--- src/rtl/seven_seg_pkg.sv ---
// Shared constants for the seven-segment scan driver: active-low gfedcba codes,
// the fully blanked cathode pattern and the legal digit-count limit.
package seven_seg_pkg;

  localparam logic [6:0] SEG_0 = 7'b1000000;
  localparam logic [6:0] SEG_1 = 7'b1111001;
  localparam logic [6:0] SEG_2 = 7'b0100100;
  localparam logic [6:0] SEG_3 = 7'b0110000;
  localparam logic [6:0] SEG_4 = 7'b0011001;
  localparam logic [6:0] SEG_5 = 7'b0010010;
  localparam logic [6:0] SEG_6 = 7'b0000010;
  localparam logic [6:0] SEG_7 = 7'b1111000;
  localparam logic [6:0] SEG_8 = 7'b0000000;
  localparam logic [6:0] SEG_9 = 7'b0010000;
  localparam logic [6:0] SEG_A = 7'b0001000;
  localparam logic [6:0] SEG_B = 7'b0000011;
  localparam logic [6:0] SEG_C = 7'b1000110;
  localparam logic [6:0] SEG_D = 7'b0100001;
  localparam logic [6:0] SEG_E = 7'b0000110;
  localparam logic [6:0] SEG_F = 7'b0001110;
  localparam logic [6:0] SEG_OFF = 7'h7F;

  // Entry n holds the code for nibble n.
  localparam logic [15:0][6:0] SEG_CODES = {
    SEG_F, SEG_E, SEG_D, SEG_C, SEG_B, SEG_A, SEG_9, SEG_8,
    SEG_7, SEG_6, SEG_5, SEG_4, SEG_3, SEG_2, SEG_1, SEG_0
  };

  localparam logic [7:0] SEG_BLANK = 8'hFF;

  function automatic int max_num_digits();
    return 8;
  endfunction

endpackage

--- src/rtl/seven_seg_decode.sv ---
// Nibble to active-low gfedcba decoder. Define SEG_HEX_EN to show A-F;
// otherwise nibbles 10..15 are blank.
module seven_seg_decode
  import seven_seg_pkg::*;
(
  input  logic [3:0] nibble,
  output logic [6:0] seg
);

  // NOTE: combinational outputs get a default first so no path can infer a latch.
  always_comb begin
    seg = SEG_OFF;
`ifdef SEG_HEX_EN
    seg = SEG_CODES[nibble];
`else
    if (nibble <= 4'd9) seg = SEG_CODES[nibble];
`endif
  end

endmodule

--- src/rtl/seven_seg_scan_n.sv ---
// N-digit multiplexed seven-segment driver with per-frame snapshot, blink and dp.
// Optional hex glyphs via SEG_HEX_EN (handled in seven_seg_decode).
module seven_seg_scan_n
  import seven_seg_pkg::*;
#(
  parameter int NUM_DIGITS  = 4,
  parameter int REFRESH_DIV = 50000,
  parameter int BLINK_DIV   = 25000000
) (
  input  logic                      clk,
  input  logic                      rst,
  input  logic                      en,
  input  logic [4*NUM_DIGITS-1:0]   digits_in,
  input  logic [NUM_DIGITS-1:0]     dp_in,
  input  logic [NUM_DIGITS-1:0]     blink_in,
  output logic [NUM_DIGITS-1:0]     an,
  output logic [7:0]                seg,
  output logic                      scan_wrap
);

  localparam int IDX_W = $clog2(NUM_DIGITS);
  localparam int RC_W  = $clog2(REFRESH_DIV);
  localparam int BC_W  = $clog2(BLINK_DIV);

  if (NUM_DIGITS < 2 || NUM_DIGITS > max_num_digits()) begin : g_bad_num_digits
    $error("seven_seg_scan_n: NUM_DIGITS out of range");
  end
  if (REFRESH_DIV < 2 || BLINK_DIV < 2) begin : g_bad_div
    $error("seven_seg_scan_n: REFRESH_DIV and BLINK_DIV must be >= 2");
  end

  logic [RC_W-1:0]                refresh_cnt;
  logic [BC_W-1:0]                blink_cnt;
  logic [IDX_W-1:0]               index;
  logic                           blink_phase;
  logic                           load_pending;
  logic [NUM_DIGITS-1:0][3:0]     digit_snap;
  logic [NUM_DIGITS-1:0]          dp_snap;
  logic [NUM_DIGITS-1:0]          blink_snap;

  logic                           tick;
  logic                           last_digit;
  logic                           load_snap;
  logic [6:0]                     dec_seg;
  logic [NUM_DIGITS-1:0]          an_next;
  logic [7:0]                     seg_next;

  assign tick       = (refresh_cnt == RC_W'(REFRESH_DIV - 1));
  assign last_digit = (index == IDX_W'(NUM_DIGITS - 1));
  assign load_snap  = load_pending || (tick && last_digit);

  // NOTE: sequential state uses non-blocking assignments so every register samples pre-edge values.
  always_ff @(posedge clk or posedge rst) begin
    if (rst) begin
      refresh_cnt <= '0;
      index       <= '0;
      blink_cnt   <= '0;
      blink_phase <= 1'b0;
    end else begin
      refresh_cnt <= tick ? '0 : refresh_cnt + RC_W'(1);
      if (tick) index <= last_digit ? '0 : index + IDX_W'(1);
      if (blink_cnt == BC_W'(BLINK_DIV - 1)) begin
        blink_cnt   <= '0;
        blink_phase <= ~blink_phase;
      end else begin
        blink_cnt <= blink_cnt + BC_W'(1);
      end
    end
  end

  // NOTE: snapshot regs are reset so the first blanked frame never shows X data.
  always_ff @(posedge clk or posedge rst) begin
    if (rst) begin
      digit_snap   <= '0;
      dp_snap      <= '0;
      blink_snap   <= '0;
      load_pending <= 1'b1;
      scan_wrap    <= 1'b0;
    end else begin
      load_pending <= 1'b0;
      scan_wrap    <= load_snap;
      if (load_snap) begin
        digit_snap <= digits_in;
        dp_snap    <= dp_in;
        blink_snap <= blink_in;
      end
    end
  end

  seven_seg_decode u_decode (
    .nibble (digit_snap[index]),
    .seg    (dec_seg)
  );

  // Slot 0 of every digit is a dead cycle to suppress ghosting between anodes.
  always_comb begin
    an_next  = '1;
    seg_next = SEG_BLANK;
    if (en && refresh_cnt != '0 && !(blink_snap[index] && blink_phase)) begin
      an_next  = ~(NUM_DIGITS'(1) << index);
      seg_next = {~dp_snap[index], dec_seg};
    end
  end

  always_ff @(posedge clk or posedge rst) begin
    if (rst) begin
      an  <= '1;
      seg <= SEG_BLANK;
    end else begin
      an  <= an_next;
      seg <= seg_next;
    end
  end

endmodule
--- config.mk ---
export PLATFORM = sky130hd
export DESIGN_NAME = seven_seg_scan_n
export DESIGN_NICKNAME = d
export VERILOG_FILES = /design/src/rtl/seven_seg_pkg.sv /design/src/rtl/seven_seg_decode.sv /design/src/rtl/seven_seg_scan_n.sv
export SDC_FILE = /design/constraint.sdc
export NUM_CORES = 1
export LEC_CHECK = 0
export BUFFER_PORTS_ARGS = -buffer_cell sky130_fd_sc_hd__buf_4
export CORE_MARGIN = 4
export CORE_UTILIZATION = 63
export DETAILED_ROUTE_END_ITERATION = 8
export PLACE_DENSITY = 0.92
export SLEW_MARGIN = 20
export SYNTH_ARGS = -nofsm -noshare
export SYNTH_HDL_FRONTEND = slang
export SYNTH_SLANG_ARGS = --single-unit
export TNS_END_PERCENT = 10
--- constraint.sdc ---
create_clock -name clk -period 7 [get_ports clk]
set_clock_uncertainty 0.1 [all_clocks]
set_input_delay 1.05 -clock clk [delete_from_list [all_inputs] [get_ports clk]]
set_output_delay 1.05 -clock clk [all_outputs]
set_load 0.01 [all_outputs]
---- After elaboration in Yosys (flattened, before gate mapping) ----
Memory sizes are Yosys's and may differ from the RTL's.
Cells that the tools add are included.
word-level totals
  ROM bits ................................ 112
  word-level logic and storage cells ...... 48
  bits in registers ....................... 82
  memories kept ........................... 1
  output and inout bits ................... 13
memories
  memory            words  bits a word  rd ports  clocked after memory_dff  write ports  RTL line                RTL
  (name not given)  16     7            1         0                         0            seven_seg_decode.sv:16  if (nibble <= 4'd9) seg = SEG_CODES[nibble];
operators by class
  eq/ne operators ......................... 3
  reductions and logical operators ........ 7
  bitwise logic cells ..................... 3
  $add $sub $neg .......................... 3
  mux-type cells .......................... 13
  magnitude comparators ................... 3
  shifts and indexed selects .............. 1
operator list
  kind                                                                  count
  25-bit by 1-bit adder with 25-bit output, second input constant       1
  25-bit equality test, second input constant                           1
  25-bit two-way mux                                                    1
  16-bit by 1-bit adder with 16-bit output, second input constant       1
  16-bit equality test, second input constant                           1
  16-bit two-way mux                                                    1
  16-bit nonzero test                                                   1
  7-bit two-way mux                                                     2
  4-bit binary-select mux with 2-bit select                             1
  4-bit two-way mux                                                     2
  8-bit two-way mux                                                     1
  4-bit by 5-bit < comparator with 1-bit output, second input constant  1
  1-bit binary-select mux with 2-bit select                             2
  4-bit <= comparator, second input constant                            1
  1-bit logical AND                                                     4
  4-bit NOT                                                             1
  1-bit by 2-bit << shifter with 4-bit output, first input constant     1
  2-bit by 3-bit < comparator with 1-bit output, second input constant  1
  2-bit by 1-bit adder with 2-bit output, second input constant         1
  2-bit equality test, second input constant                            1
  1-bit two-way mux                                                     2
  2-bit two-way mux                                                     1
  1-bit NOT                                                             2
  1-bit logical NOT                                                     1
  1-bit logical OR                                                      1

---- Depth between registers and ports, before layout ----
Gate-level depths: netlist (run 1).
  depth in word-level cells ............... 6
  mapped depth ............................ 7
  mapped depth without buffers ............ 6

---- By module ----
Synthesis (run 1) repeated with hierarchy kept, for this count alone.
second synthesis, totals
  cells, all modules ...................... 337
  area, all modules ....................... 3996.3 µm²
modules (own cells, without submodules)
  module            times used  sequential area each (µm²)  cells each  area an instance (µm²)
  seven_seg_scan_n  1           2068.2                      298         3707.3
  seven_seg_decode  1           0.0                         39          289.0

---- Worst setup path after synthesis (run 1) ----
No wires, ideal clock.
  kind .................................... register to register
  start point ............................. reg index[0]
  end point ............................... reg seg[0]
  setup slack ............................. 4871 ps
  setup time .............................. 92 ps
  data arrival time ....................... 1937 ps
  clock period less this slack ............ 2129 ps
  cell stages (with the launch flop) ...... 8
  required time ........................... 6808 ps
  cells stage by stage .................... dfrtp_1 -> buf_6 -> mux4_1 -> inv_1 -> ha_1 -> o21ai_0 -> a21boi_4 -> o211ai_1
on the way
  longest elaborated chain between the ends .. 6
RTL lines
  element                                                                                                        RTL line                                        RTL
  from (decl)                                                                                                    seven_seg_scan_n.sv:34                          logic [IDX_W-1:0] index;
  from (signal assigned)                                                                                         seven_seg_scan_n.sv:61                          if (tick) index <= last_digit ? '0 : index + IDX_W'(1);
  4-bit binary-select mux with 2-bit select / 1-bit binary-select mux with 2-bit select (equally long branches)  seven_seg_scan_n.sv:91, seven_seg_scan_n.sv:99
  4-bit two-way mux (not written as such) / 1-bit two-way mux (equally long branches)                            seven_seg_scan_n.sv:91, seven_seg_scan_n.sv:99
  memory read 16 x 7 bit / 1-bit logical AND (equally long branches)                                             --
  7-bit two-way mux (not written as such) / 1-bit logical NOT (equally long branches)                            seven_seg_decode.sv:16, seven_seg_scan_n.sv:99
  7-bit two-way mux / 1-bit logical AND (equally long branches)                                                  seven_seg_decode.sv:16, seven_seg_scan_n.sv:99
  8-bit two-way mux *                                                                                            seven_seg_scan_n.sv:99                          if (en && refresh_cnt != '0 && !(blink_snap[index] && blink_phase)) begin
  named net seg_next[0]                                                                                          seven_seg_scan_n.sv:46                          logic [7:0] seg_next;
  to (signal assigned)                                                                                           seven_seg_scan_n.sv:111                         seg <= seg_next;
  to (decl)                                                                                                      seven_seg_scan_n.sv:17                          output logic [7:0] seg,
Mark *: on every way through the listed nets, which the timed path passes. The rest lies on a longest branch. The select of a mux whose other input is x is not followed.
A chain may end at the register's enable or synchronous reset.

---- Worst setup path after layout (run 1) ----
  start point ............................. reg refresh_cnt[0]
  end point ............................... reg digit_snap[13] (netlist bit)
on the way
  longest elaborated chain between the ends .. 3
RTL lines
  element                 RTL line                RTL
  from (decl)             seven_seg_scan_n.sv:32  logic [RC_W-1:0] refresh_cnt;
  from (signal assigned)  seven_seg_scan_n.sv:60  refresh_cnt <= tick ? '0 : refresh_cnt + RC_W'(1);
  16-bit equality test    seven_seg_scan_n.sv:48  assign tick = (refresh_cnt == RC_W'(REFRESH_DIV - 1));
  1-bit logical AND       seven_seg_scan_n.sv:50  assign load_snap = load_pending || (tick && last_digit);
  1-bit logical OR        seven_seg_scan_n.sv:50
  to (signal assigned)    seven_seg_scan_n.sv:83  digit_snap <= digits_in;
  to (decl)               seven_seg_scan_n.sv:37  logic [NUM_DIGITS-1:0][3:0] digit_snap;
No other way between the ends.

==> summary.md, run 1 <==
| Metric | Value |
|---|---|
| Number of enable flip-flop cells after synthesis | `0` |
| Cell accounting for the most synthesized area | `dfrtp_1` |
| Initial Util | `0.653` |
| CP delay by family, top | `compound AO/OA/AOI/OAI gates` |
| Final Total Pwr | `0.975 mW` |
| Drt drc | `0` |
| Most frequent cells in the layout | `69 x dfrtp_1, 40 x buf_4, 31 x nor2_1` |
| Clk sinks | `82` |
| First-pass GRT wire length | `roughly 12,000 µm` |
| Hold path cells | `1` |
| Distinct cells, synth | `between 40 and 50` |
| NumNets Final | `408` |
| Register bit count reported by yosys | `82` |
| H-tree levels | `3` |
| Synth area leaders | `dfrtp_1 45%, dfstp_2 8.8%, mux2_2 7.3%` |
| Hold endpoint | `blink_phase` |
| Critical Path AT | `2.80 ns` |
| Clock Latency Late Sink | `0.36 ns` |
| Hold Crit Start | `blink_phase` |
| Worst-path clk slew | `roughly 0.08 ns` |
| CP max stage cell | `a41o_1` |
| Final setup TNS | `0 ns` |
| Crit share post-route | `0.381` |
| Syn Area/Cell | `11.8 µm²` |
| Setup repair after global routing missed its margin | `false` |
| Final Hold Viols | `0` |
| Critical path capture point type | `flip-flop` |
| Tmin final | `2.66 ns` |
| Clock root cell | `clkbuf_8` |
| Slew headroom | `0.301` |
| Worst setup path class | `reg2reg` |
| CTS tree | `yes` |
| Setup slack, reg-to-reg | `around 4.3 ns` |
| Commonest non-fill, non-tap cell in the layout | `dfrtp_1` |
| Worst r2r dst | `digit_snap[13]` |
| CTS Hold Bufs | `0` |
| # rows | `28` |
| CTS Buf Count | `9` |
| Area growth from synthesis to layout | `14.0%` |
| Worst-path maximum fanout | `25` |
| Worst Setup SP | `refresh_cnt[0]` |
| Pleak | `2.02 nW` |
| Top cell type's share of synthesized area | `0.447` |
| CP bufs+invs | `0` |
| Area of the core | `between 5000 and 6000 µm²` |
| Max rail drop VDD | `0.000140 V` |
| # setup viols final | `0` |
| # IOs | `40` |
| Number of global-route vias before repair | `around 2,700` |
| Slowest stage delay, CP | `between 0.9 and 1 ns` |
| Pre-Repair DR Iteration Count | `4` |
| R2R Path Start | `refresh_cnt[0]` |
| Vias post-DR | `2,552` |
| Clock tree buffer depth | `2` |
| Vias per cell | `around 5.7` |
| Post-route ant nets | `0` |
| Fin. max-slew vios | `0` |
| Share of layout cells above drive strength 1 | `0.271` |
| Full die area | `roughly 7500 µm²` |
| Number of max-cap violations | `0` |
| Outcome | `completed` |
| Initial antenna violation count | `0` |
| Antenna Cells | `0` |
| # Post-CTS Setup Buffers | `0` |
| Largest net degree at the start of global routing | `83` |
| Fin Hold WS | `0.375 ns` |
| Routed len/inst | `16.0 µm` |
| Post-synthesis sequential area ratio | `0.535` |
| Die Ht | `86.3 µm` |
| Tot GR Track Use | `0.215` |
| Initial drt markers | `146` |
| Overall die width | `about 86 µm` |
| CP cell instances | `ha_1 -> nand3_1 -> nor4_1 -> a41o_1 -> mux2_2` |
| RD Place Congestion | `around 0.80` |
| Final wirelength | `7180 µm` |
| Fmax | `0.375 GHz` |
| IO buf count | `39` |
| Ys flop type | `dfrtp_1` |
| Post-CTS sizing | `0` |
| Detailed Place HPWL | `5050 µm` |
| Post-synth ARST share | `1.00` |
| HP Class | `reg2reg` |
| Ys Warns | `0` |
| WP data required | `around 7.1 ns` |
| Cells after synthesis | `328` |
| Area after DPL | `4180 µm²` |
| Startpoint Class | `flip-flop` |
| Grt ovf | `0` |
| Synth Net Count | `between 300 and 400` |
| Netlist Area Pre-Place | `3870 µm²` |
| Fin area | `4410 µm²` |
| Worst r2r path cells | `5` |
| Worst slew pin tran | `1.05 ns` |
| PwrDens | `221 nW/µm²` |
[worst reg2reg max path: cells and delay by family (launching register included)]
family,cells,cell delay [ns]
AO/OA/AOI/OAI,1,0.94
AND/OR/NAND/NOR,2,0.48
multiplexers,1,0.43
flip-flops,1,0.39
adder cells (fa/ha/maj),1,0.21
[final cells by class]
class | count | area (µm²)
clock buffers | 10 | 138
clock inverters | 6 | 90.1
fillers | 372 | 1510
inverters | 9 | 33.8
multi-input cells | 226 | 1690
flip-flops and latches | 82 | 2070
well taps | 75 | 93.8
repair buffers | 40 | 300
[Yosys cell counts, drive strengths merged (3+ instances only)]
library cell / instances
dfrtp: 69
nor2: 31
nand2: 29
xor2: 26
mux2: 25
nand3: 21
dfstp: 13
ha: 13
and3: 9
buf: 9
inv: 9
xnor2: 9
nand4: 7
o21ai: 7
nor4: 6
mux2i: 5
mux4: 5
nor2b: 4
nor3: 4
a21o: 3
a21oi: 3
and4: 3
[worst max path at each step]
stage / end / slack [ns] / depth (start not counted)
after global placement: digit_snap[15] / 4.51 / 5
after CTS: digit_snap[5] / 4.35 / 5
after detailed placement: digit_snap[14] / 4.37 / 5
final: digit_snap[13] / 4.34 / 5
after global routing: digit_snap[13] / 4.25 / 5
after floorplan: blink_cnt[0] / 3.76 / 1
[metal layers]
metal,share of wire,vias to the layer above,GRT usage,routed length (µm)
met1,0.43,1264,0.273,3120
met2,0.48,52,0.335,3440
met4,0.040,0,0.123,286
met5,0,-,0,0
li1,-,1211,-,-
met3,0.047,25,0.0551,341
[registers in the layout, indices dropped and copies added (netlist names)]
signal / cells
scan_wrap: 1
index: 2
digit_snap: 16
an: 4
blink_cnt: 25
refresh_cnt: 16
load_pending: 1
seg: 8
blink_snap: 4
dp_snap: 4
blink_phase: 1
[power by group]
part	switching [mW]	total (mW)	internal, mW
combinational	0.0419	0.0851	0.0432
clock	0.173	0.384	0.211
sequential	0.00880	0.506	0.497
total	0.224	0.975	0.752
[cell families after synthesis]
family | count (synthesis) | synth area share
mux | 35 | 0.119
flops | 82 | 0.535
other cells | 1 | 0.000970
simple gates | 120 | 0.154
xor+xnor | 35 | 0.0793
buf+inv | 20 | 0.0291
fa+ha+maj | 13 | 0.0421
compound gates | 22 | 0.0408
[metrics by stage]
| step | setup slack [ns] | utilization | instances |
|---|---|---|---|
| 6_report | 4.34 | 0.745 | 448 |
| 4_1_cts | 4.35 | 0.745 | 448 |
| 2_1_floorplan | 3.76 | - | 328 |
| 3_3_place_gp | 4.51 | 0.706 | 432 |
| 5_1_grt | 4.25 | 0.745 | 448 |
| 3_5_place_dp | 4.37 | 0.706 | 432 |
No activity file was read; power rests on OpenSTA's default activity.
==> run 2, diff against run 1 <==
CORE_UTILIZATION = 58   (was 63)
PLACE_DENSITY = 0.87   (was 0.92)
clock period = 2.56 ns   (was 7 ns; I/O delays follow)
==> run 2 against run 1 <==
Clock power increased by 130%; clock-buffer cell count is the same; first-iteration DRC count decreased by 25%; hold slack worse by 0.34 ns; maximum frequency is 18% higher; register-to-register slack got worse by 4.0 ns; via count down 0.24%; sequential share of layout area down 0.23 points; die area rose by 7.8%; critical path depth increased by 1.
==> summary.md, run 2 (same netlist as run 1, synthesis figures left out) <==
| Metric | Value |
|---|---|
| Outcome | `completed` |
| Top flop regs | `blink_cnt x25, digit_snap x16, refresh_cnt x16` |
| Area growth from synthesis to layout | `14.6%` |
| Post-route ant nets | `0 (unchanged)` |
| WP data required | `2.74 ns (-4.40 ns)` |
| Initial drt markers | `110 (-25%)` |
| Detailed Place HPWL | `5100 µm (+1.0%)` |
| Worst setup path class | `reg2reg` |
| CTS Buf Count | `9 (unchanged)` |
| Routed len/inst | `15.5 µm (-3.1%)` |
| Final Hold Viols | `0 (unchanged)` |
| PwrDens | `563 nW/µm² (+150%)` |
| Clk sinks | `82 (unchanged)` |
| Die Ht | `89.6 µm (+3.8%)` |
| Grt ovf | `0 (unchanged)` |
| Setup slack, reg-to-reg | `0.30 ns (-4.04 ns)` |
| RD Place Congestion | `0.856 (+6.7%)` |
| Worst slew pin tran | `0.709 ns (-0.340 ns)` |
| Clock Latency Late Sink | `0.36 ns (about the same)` |
| Vias post-DR | `2,546 (-0.24%)` |
| R2R Path Start | `index[0]` |
| Initial Util | `0.602 (-0.0510)` |
| Worst r2r dst | `seg[2]` |
| Antenna Cells | `0 (unchanged)` |
| Fill count | `457 (+23%)` |
| Worst-path maximum fanout | `7 (-72%)` |
| Number of max-cap violations | `0 (unchanged)` |
| First-pass GRT wire length | `12,100 µm (-2.0%)` |
| Initial antenna violation count | `0 (unchanged)` |
| Overall die width | `89.6 µm (+3.8%)` |
| Crit share post-route | `0.883 (+0.502)` |
| IO buf count | `39 (unchanged)` |
| Number of global-route vias before repair | `2,592 (-3.3%)` |
| # setup viols final | `0 (unchanged)` |
| CTS Hold Bufs | `0 (unchanged)` |
| Full die area | `8040 µm² (+7.8%)` |
| Fmax | `0.442 GHz (+18%)` |
| Critical path capture point type | `flip-flop` |
| Largest register by flop count | `blink_cnt` |
| Inst Count DP | `438 (+1.4%)` |
| Setup repair after global routing missed its margin | `false` |
| Max reg flops | `25 (unchanged)` |
| Startpoint Class | `flip-flop` |
| NumNets Final | `412 (+0.98%)` |
| Pleak | `2.02 nW (+0.14%)` |
| Largest net degree at the start of global routing | `51 (-39%)` |
| # Post-CTS Setup Buffers | `0 (unchanged)` |
| Clock tree buffer depth | `2 (unchanged)` |
| Drt drc | `0 (unchanged)` |
| Worst Setup SP | `index[0]` |
| Final Total Pwr | `2.50 mW (+160%)` |
| Pre-Repair DR Iteration Count | `4 (unchanged)` |
| HP Class | `in2async` |
| Worst Setup EP | `seg[2]` |
| Share of layout cells above drive strength 1 | `0.279 (+0.00774)` |
| Post-CTS sizing | `0 (unchanged)` |
| Final setup TNS | `0 ns (unchanged)` |
| Area of the core | `6420 µm² (+8.5%)` |
| Max rail drop VDD | `0.000414 V (+200%)` |
| Slew headroom | `0.527 (+0.226)` |
| Fin area | `4430 µm² (+0.48%)` |
| # rows | `29 (+3.6%)` |
| Area after DPL | `4240 µm² (+1.5%)` |
| Worst r2r path cells | `6 (+1)` |
| Clock root cell | `clkbuf_8` |
| Post-route insts no fill | `454 (+1.3%)` |
| Fin. max-slew vios | `0 (unchanged)` |
| Worst-path clk slew | `0.09 ns (about the same)` |
| Final wirelength | `7060 µm (-1.8%)` |
| Critical Path AT | `2.44 ns (-0.36 ns)` |
| # IOs | `40 (unchanged)` |
| Vias per cell | `5.61 (-1.6%)` |
| Most frequent cells in the layout | `69 x dfrtp_1, 42 x buf_4, 31 x nor2_1` |
| Commonest non-fill, non-tap cell in the layout | `dfrtp_1` |
| H-tree levels | `3 (unchanged)` |
| Tmin final | `2.26 ns (-0.405 ns)` |
| Tot GR Track Use | `0.201 (-0.0134)` |
| CTS tree | `yes` |
| Pre-CTS setup slack | `0.334 ns (-4.04 ns)` |
| Final setup margin | `0.300 ns (-4.04 ns)` |
==> run 2: cell count changes in the layout (fill, tap and decap cells not counted), sizes merged <==
cell / previous run / this run
clkinvlp: 1 / 3
buf: 40 / 44
bufinv: 2 / 0
==> run 2: worst min path at each step <==
stage / from / end / slack, ns
final: rst / blink_cnt[8] / 0.03
after global routing: rst / blink_cnt[8] / 0.08
after CTS: rst / blink_cnt[16] / 0.04
after detailed placement: refresh_cnt[0] / refresh_cnt[0] / 0.38
after global placement: refresh_cnt[0] / refresh_cnt[0] / 0.36
after floorplan: blink_phase / blink_phase / 0.34
==> run 2: area by class of cell <==
cell class,instances,area (µm²),share of cell area
Timing Repair Buffer,44,355,0.0802
Multi-Input combinational cell,226,1690,0.380
Sequential cell,82,2070,0.467
Inverter,9,37.5,0.00847
Clock inverter,6,50.0,0.0113
Tap cell,77,96.3,0.0217
Clock buffer,10,138,0.0311
==> run 2: per-stage QoR <==
step                      utilization  hold WS, ns
after floorplan                     -        0.341
after global placement          0.661        0.363
after detailed placement        0.661        0.380
after CTS                       0.690       0.0440
after global routing            0.690       0.0835
final                           0.690       0.0299
==> run 2: metal layers <==
layer  vias to the layer above  wire [µm]  track usage  part of all wire
li1                       1224          -            -                 -
met1                      1260       3030        0.254              0.43
met2                        51       3530        0.325              0.50
met3                        11        343       0.0484             0.049
met4                         0        147        0.101             0.021
met5                         -          0            0                 0
==> run 2: worst max-delay path, cell delays in order (launching register included) <==
cell	delay (ns)
dfrtp_1	0.44
mux4_1	0.68
inv_1	0.17
ha_1	0.22
o21ai_0	0.16
a21boi_4	0.26
o21ai_0	0.13
==> run 2: power breakdown <==
part	internal, mW	switching [mW]
clock network	0.386	0.487
logic	0.123	0.116
registers	1.36	0.0233
